`src/rtl/decode_pkg.sv`:
```
// decode_pkg: shared packet/decoded-field types, field offsets and the instruction decode helper.
package decode_pkg;
  localparam int XLEN = 64;
  localparam int ILEN = 32;
  localparam logic [7:0] OPC_COUNT = 8'd32;
  localparam int OPC_LSB = 0;
  localparam int RD_LSB = 8;
  localparam int RS1_LSB = 13;
  localparam int RS2_LSB = 18;
  localparam int IMM_LSB = 23;
  localparam int IMM_W = ILEN - IMM_LSB;
  typedef struct packed {
    logic [XLEN-1:0] pc;
    logic [ILEN-1:0] insn;
  } fetch_packet_t;
  typedef struct packed {
    logic [7:0] opcode;
    logic [4:0] rd;
    logic [4:0] rs1;
    logic [4:0] rs2;
    logic [63:0] imm;
    logic illegal;
  } decoded_insn_t;
  function automatic decoded_insn_t decode_insn(input logic [ILEN-1:0] insn);
    decoded_insn_t d;
    d.opcode = insn[OPC_LSB +: 8];
    d.rd = insn[RD_LSB +: 5];
    d.rs1 = insn[RS1_LSB +: 5];
    d.rs2 = insn[RS2_LSB +: 5];
    d.imm = {{(64-IMM_W){insn[ILEN-1]}}, insn[IMM_LSB +: IMM_W]};
    d.illegal = insn[OPC_LSB +: 8] >= OPC_COUNT;
    return d;
  endfunction
endpackage

```
`src/rtl/fetch_decode_fifo.sv`:
```
// fetch_decode_fifo: DEPTH-entry packet FIFO with push/pop and a flush that overrides both.
module fetch_decode_fifo
  import decode_pkg::*;
#(
  parameter int DEPTH = 4
) (
  input  logic                     clk,
  input  logic                     rst_n,
  input  logic                     push,
  input  logic                     pop,
  input  logic                     flush,
  input  fetch_packet_t            wr_data,
  output fetch_packet_t            rd_data,
  output logic [$clog2(DEPTH):0]   count,
  output logic                     full,
  output logic                     empty
);
  localparam int AW = $clog2(DEPTH);
  fetch_packet_t mem_q [DEPTH];
  logic [AW-1:0] wr_ptr_q, wr_ptr_d, rd_ptr_q, rd_ptr_d;
  logic [AW:0] count_q, count_d;
  always_comb begin
    wr_ptr_d = flush ? '0 : wr_ptr_q + AW'(push);
    rd_ptr_d = flush ? '0 : rd_ptr_q + AW'(pop);
    count_d = flush ? '0 : count_q + (AW+1)'(push) - (AW+1)'(pop);
  end
  always_ff @(posedge clk or negedge rst_n)
    if (!rst_n) begin
      wr_ptr_q <= '0;
      rd_ptr_q <= '0;
      count_q <= '0;
    end else begin
      wr_ptr_q <= wr_ptr_d;
      rd_ptr_q <= rd_ptr_d;
      count_q <= count_d;
    end
  always_ff @(posedge clk)
    if (push && !flush) mem_q[wr_ptr_q] <= wr_data;
  assign rd_data = mem_q[rd_ptr_q];
  assign count = count_q;
  assign full = count_q == (AW+1)'(DEPTH);
  assign empty = count_q == '0;
endmodule

```
`src/rtl/fetch_decode_receiver.sv`:
```
// fetch_decode_receiver: accepts fetch packets into a FIFO, presents the head as decoded fields,
// flushes on store-stage redirect and counts back-pressure cycles.
module fetch_decode_receiver
  import decode_pkg::*;
#(
  parameter int DEPTH = 4,
  parameter int PC_W = 64,
  parameter int INSN_W = 32
) (
  input  logic              clk,
  input  logic              rst_n,
  input  logic              fetch_valid,
  input  logic [PC_W-1:0]   fetch_pc,
  input  logic [INSN_W-1:0] fetch_insn,
  output logic              fetch_ready,
  input  logic              flush,
  output logic              dec_valid,
  input  logic              dec_ready,
  output logic [PC_W-1:0]   dec_pc,
  output logic [7:0]        dec_opcode,
  output logic [4:0]        dec_rd,
  output logic [4:0]        dec_rs1,
  output logic [4:0]        dec_rs2,
  output logic [63:0]       dec_imm,
  output logic              dec_illegal,
  output logic [31:0]       stall_cycles
);
  localparam int CW = $clog2(DEPTH) + 1;
  typedef enum logic [1:0] {FILL_EMPTY, FILL_PARTIAL, FILL_FULL} fill_e;
  fill_e fill_q, fill_d;
  logic push, pop, full, empty;
  logic [CW-1:0] count;
  fetch_packet_t head;
  decoded_insn_t dec;
  logic [31:0] stall_q, stall_d;
  assign fetch_ready = !full;
  assign dec_valid = !empty;
  assign push = fetch_valid && fetch_ready;
  assign pop = dec_valid && dec_ready;
  fetch_decode_fifo #(.DEPTH(DEPTH)) u_fifo (
    .clk(clk),
    .rst_n(rst_n),
    .push(push),
    .pop(pop),
    .flush(flush),
    .wr_data('{pc: fetch_pc, insn: fetch_insn}),
    .rd_data(head),
    .count(count),
    .full(full),
    .empty(empty)
  );
  // Fields read as zero while nothing is buffered so reset leaves every output at 0.
  always_comb begin
    dec = decode_insn(head.insn);
    dec_pc = dec_valid ? head.pc : '0;
    dec_opcode = dec_valid ? dec.opcode : '0;
    dec_rd = dec_valid ? dec.rd : '0;
    dec_rs1 = dec_valid ? dec.rs1 : '0;
    dec_rs2 = dec_valid ? dec.rs2 : '0;
    dec_imm = dec_valid ? dec.imm : '0;
    dec_illegal = dec_valid && dec.illegal;
  end
  always_comb begin
    fill_d = fill_q;
    stall_d = (fetch_valid && !fetch_ready && !flush && stall_q != '1) ? stall_q + 32'd1 : stall_q;
    if (flush) fill_d = FILL_EMPTY;
    else if (push != pop)
      fill_d = (push && count == CW'(DEPTH - 1)) ? FILL_FULL :
               (pop && count == CW'(1)) ? FILL_EMPTY : FILL_PARTIAL;
  end
  always_ff @(posedge clk or negedge rst_n)
    if (!rst_n) begin
      fill_q <= FILL_EMPTY;
      stall_q <= '0;
    end else begin
      fill_q <= fill_d;
      stall_q <= stall_d;
    end
  assign stall_cycles = stall_q;
  // Fill state is debug-only; it must always agree with the FIFO occupancy.
  fill_tracks_count: assert property (@(posedge clk) disable iff (!rst_n)
    ((fill_q == FILL_EMPTY) == empty) && ((fill_q == FILL_FULL) == full));
endmodule

```
`config.mk`:
```
export PLATFORM = sky130hd
export DESIGN_NAME = fetch_decode_receiver
export DESIGN_NICKNAME = d
export VERILOG_FILES = /design/src/rtl/decode_pkg.sv /design/src/rtl/fetch_decode_fifo.sv /design/src/rtl/fetch_decode_receiver.sv
export SDC_FILE = /design/constraint.sdc
export NUM_CORES = 1
export LEC_CHECK = 0
export CORE_ASPECT_RATIO = 0.6
export CORE_MARGIN = 1
export CORE_UTILIZATION = 53
export DETAILED_ROUTE_END_ITERATION = 8
export GPL_TIMING_DRIVEN = 0
export MAX_ROUTING_LAYER = met4
export PLACE_DENSITY = 0.85
export SYNTH_ARGS = -nofsm -noshare
export SYNTH_HDL_FRONTEND = slang
export SYNTH_HIERARCHICAL = 1
export SYNTH_SLANG_ARGS = --single-unit
```
`constraint.sdc`:
```
create_clock -name clk -period 16.5 [get_ports clk]
set_input_delay 1.65 -clock clk [delete_from_list [all_inputs] [get_ports clk]]
set_output_delay 1.65 -clock clk [all_outputs]
set_load 0.05 [all_outputs]
```
==> metrics.md <==
| Metric | Value |
|---|---|
| Iteration-0 DRC Markers | 788 |
| Critical path required time | 14.85 ns |
| Slowest stage delay, CP | 1.01 ns |
| Logic pwr share | 46.1% |
| Reg2Reg Depth | 10 |
| Synthesized cell area | 17100 um^2 |
| Primary FF master, synth | edfxtp_1 |
| Setup bufs post-CTS | 0 |
| Internal power | 2.40 mW |
| Crit Reg-Reg Endpoint | u_fifo/count[2] |
| Min-delay worst type | register to register |
| Synthesized instance count | 861 |
| Core Util, Final | 70.3% |
| Failing checks | DRC |
| Worst setup EP type | output pin |
| Largest net degree at the start of global routing | 57 |
| Core area | ~31000 um^2 |
| Fmax | ~170 MHz |
| Final hold slack | 0.530 ns |
| Tot Pwr | 3.92 mW |
| Placed cell area | roughly 21000 um^2 |
| Maximum vdd drop | 0.000124 V |
| Clock Pin Slew Worst Setup and Hold Paths | 0.06 ns |
| Asr flop ratio synth | 9.22% |
| Die area | 32900 um^2 |
| Fin crit share | 36.2% |
| Hold Crit Start | stall_cycles[26] |
| DP HPWL | ~26000 um |
| Reported net switching power | 1.52 mW |
| Clock power frac | 21.8% |
| Final Skew | 0.0109 ns |
| Total GRT Usage | about a quarter |
| Max FO, Critical Path | 10 |
| CTS Buf Count | 39 |
| Worst Hold Path Cells | 1 |
| DRC Markers | 48 |
| GP Congestion | ~0.91 |
| Synth warn | 6 |
| Flop-to-flop setup slack | 12.78 ns |
| Worst-path cell chain | nor3_1 > clkbuf_1 > clkbuf_1 > nor2b_1 > clkdlybuf4s50_1 |
| Syn_nets | 968 |
| Die Height | 141 um |
| Sw Share | 38.7% |
| Antenna violations before repair | 4 |
| Syn avg cell area | 19.8 um^2 |
| Tmin final | 5.97 ns |
| Via count | 9195 |
| Final hold viol count | 0 |
| Detailed Route WL | 36700 um |
| Area Growth Syn to Fin | 29.5% |
| IO Port Bufs | 286 |
| Cell total after placement | 1597 |
| Pwr dens | roughly 180 nW/um^2 |
| Antenna viol nets, final | 0 |
| Seq/Total Area, Yosys | 73.3% |
| Leak | 7.44 nW |
| Share of layout cells above drive strength 1 | between 20% and 30% |
| Number of global-route vias before repair | about 9500 |
| Final setup viols | 0 |
| RSZ-0062 raised after global routing | no |
| Final nets | 1329 |
| Sequential power share | 32.1% |
| GR Overflow Total | 0 |
| Worst EP arrival | 4.32 ns |
| Post-cts resize count | 0 |
| CTS Sinks | 423 |
| Setup WS pre-CTS | 10.99 ns |
| Worst relative slew slack | 15.6% |
| Final non-filler cell total | 1668 |
| TritonCTS clock tree | yes |
| #FFs+latches synth | 423 |
| Least-Margin Pin Slew | 1.26 ns |
| First-pass GRT wire length | 55800 um |
| Endpoint, Worst Hold | stall_cycles[26] |
| Crit Path Category | register to output pin |
| Design area | 22100 um^2 |
| Max-cap viol count | 0 |
| EDFF count, synth | 384 |
| Worst setup margin | 10.53 ns |
| Reg2reg start | u_fifo/count[1] |
| Skew-Pair Late Insertion Delay | 0.52 ns |
| Number of vias per cell | 5.51 |
| Hold buffers post-CTS | 0 |
| Initial Util | a little over half |
| I/O pins | 287 |
| H-Tree Depth | 2 |
| CTS Root Cell | clkbuf_16 |
| Site row count | 50 |
| 1st-pass router iterations | 9 |
| Most frequent CP cell | clkbuf_1 |
| WL/cell | 22.0 um |
| Synth unique cells | 45 |
| Status | complete, but fails checks |
| Slowest stage cell on the critical path | nor3_1 |
| Sum Neg Setup Slack | 0 ns |
| Die width | 234 um |
| Clock Path Buffers | 3 |
| Final Slew Violations | 0 |
| CP Launch Type | register |
[how the worst max path moves through the flow]
| stage | start | end | slack (ns) | cells after the start |
|---|---|---|---|---|
| final | u_fifo/count[1] | dec_pc[40] | 10.53 | 5 |
| after global routing | u_fifo/count[1] | dec_pc[40] | 10.34 | 5 |
| after CTS | u_fifo/count[1] | dec_pc[40] | 10.40 | 5 |
| after detailed placement | u_fifo/count[1] | dec_pc[40] | 10.99 | 5 |
| after global placement | fetch_valid | u_fifo/mem_q[0][44] | -4.27 | 3 |
| after floorplan | fetch_valid | u_fifo/mem_q[0][0] | 3.85 | 2 |
[cell families after synthesis]
logic type	count (synthesis)	synth area share, %
XOR/XNOR	32	1.72
AO/OA/AOI/OAI	5	0.191
flip-flops	423	73.3
multiplexers	98	12.8
adder cells (fa/ha/maj)	6	0.484
buffers and inverters	99	3.90
AND/OR/NAND/NOR	198	7.54
[cells in the mapped netlist, types with 12 or more instances]
| cell | count | share of area (%) |
|---|---|---|
| nor2_1 | 17 | 0.37 |
| nor2b_1 | 101 | 3.7 |
| buf_2 | 12 | 0.35 |
| clkbuf_1 | 17 | 0.37 |
| dfrtp_1 | 39 | 5.7 |
| mux4_2 | 96 | 13 |
| nand2_1 | 15 | 0.33 |
| nand3_1 | 15 | 0.44 |
| xnor2_1 | 26 | 1.3 |
| edfxtp_1 | 384 | 68 |
| buf_4 | 56 | 2.5 |
| nand4_1 | 17 | 0.62 |
[registers in the layout (all words and copies together) (netlist names)]
signal,cells
stall_cycles,32
u_fifo/wr_ptr_q,2
u_fifo/rd_ptr_q,2
u_fifo/count,3
u_fifo/mem_q,384
[power by group through the flow]
stage / logic, mW / registers, mW / clock network (mW)
after floorplan: 1.23 / 1.30 / 0
after global placement: 1.79 / 1.31 / 0
after detailed placement: 1.82 / 1.28 / 0
after CTS: 1.82 / 1.26 / 0.873
after global routing: 1.89 / 1.26 / 0.913
final: 1.81 / 1.26 / 0.854
[layer usage]
layer  track usage [%]  up-vias  share of wire (%)
met5                 -        -                  0
met4              7.42        0                2.6
met3              5.32       62                7.4
met2              35.9      377                 48
met1              32.1     4687                 42
li1                  -     4069                  -
[critical path, delay by kind of cell (launching register included)]
kind,cells,cell delay (ns)
buf+inv,3,2.19
simple gates,2,1.18
flops,1,0.43
[placed cells by master (no fill, tap or decap), types with 3 or more instances in the layout]
| master | synthesis | final |
|---|---|---|
| buf_12 | 1 | 4 |
| buf_2 | 12 | 13 |
| buf_4 | 56 | 70 |
| buf_6 | 1 | 11 |
| buf_8 | 4 | 11 |
| clkbuf_1 | 17 | 24 |
| clkbuf_16 | 0 | 41 |
| clkdlybuf4s50_1 | 0 | 285 |
| clkinv_1 | 0 | 7 |
| clkinv_2 | 0 | 7 |
| dfrtp_1 | 39 | 39 |
| diode_2 | 0 | 4 |
| edfxtp_1 | 384 | 384 |
| ha_1 | 5 | 5 |
| inv_1 | 8 | 8 |
| mux4_2 | 96 | 96 |
| nand2_1 | 15 | 15 |
| nand3_1 | 15 | 15 |
| nand4_1 | 17 | 17 |
| nor2_1 | 17 | 17 |
| nor2b_1 | 101 | 100 |
| nor3_1 | 3 | 3 |
| nor3b_1 | 3 | 3 |
| xnor2_1 | 26 | 26 |
| xor2_1 | 5 | 5 |
[cell type report]
class | instances | area, um^2
Multi-Input combinational cell | 339 | 3930
Antenna cell | 4 | 10.0
Sequential cell | 423 | 12500
Timing Repair Buffer | 320 | 3240
Clock inverter | 19 | 151
Inverter | 8 | 30.0
Fill cell | 1941 | 9330
Tap cell | 416 | 520
Clock buffer | 48 | 1050
Buffer | 91 | 636
Note: power is estimated with default switching activity, not from simulation.
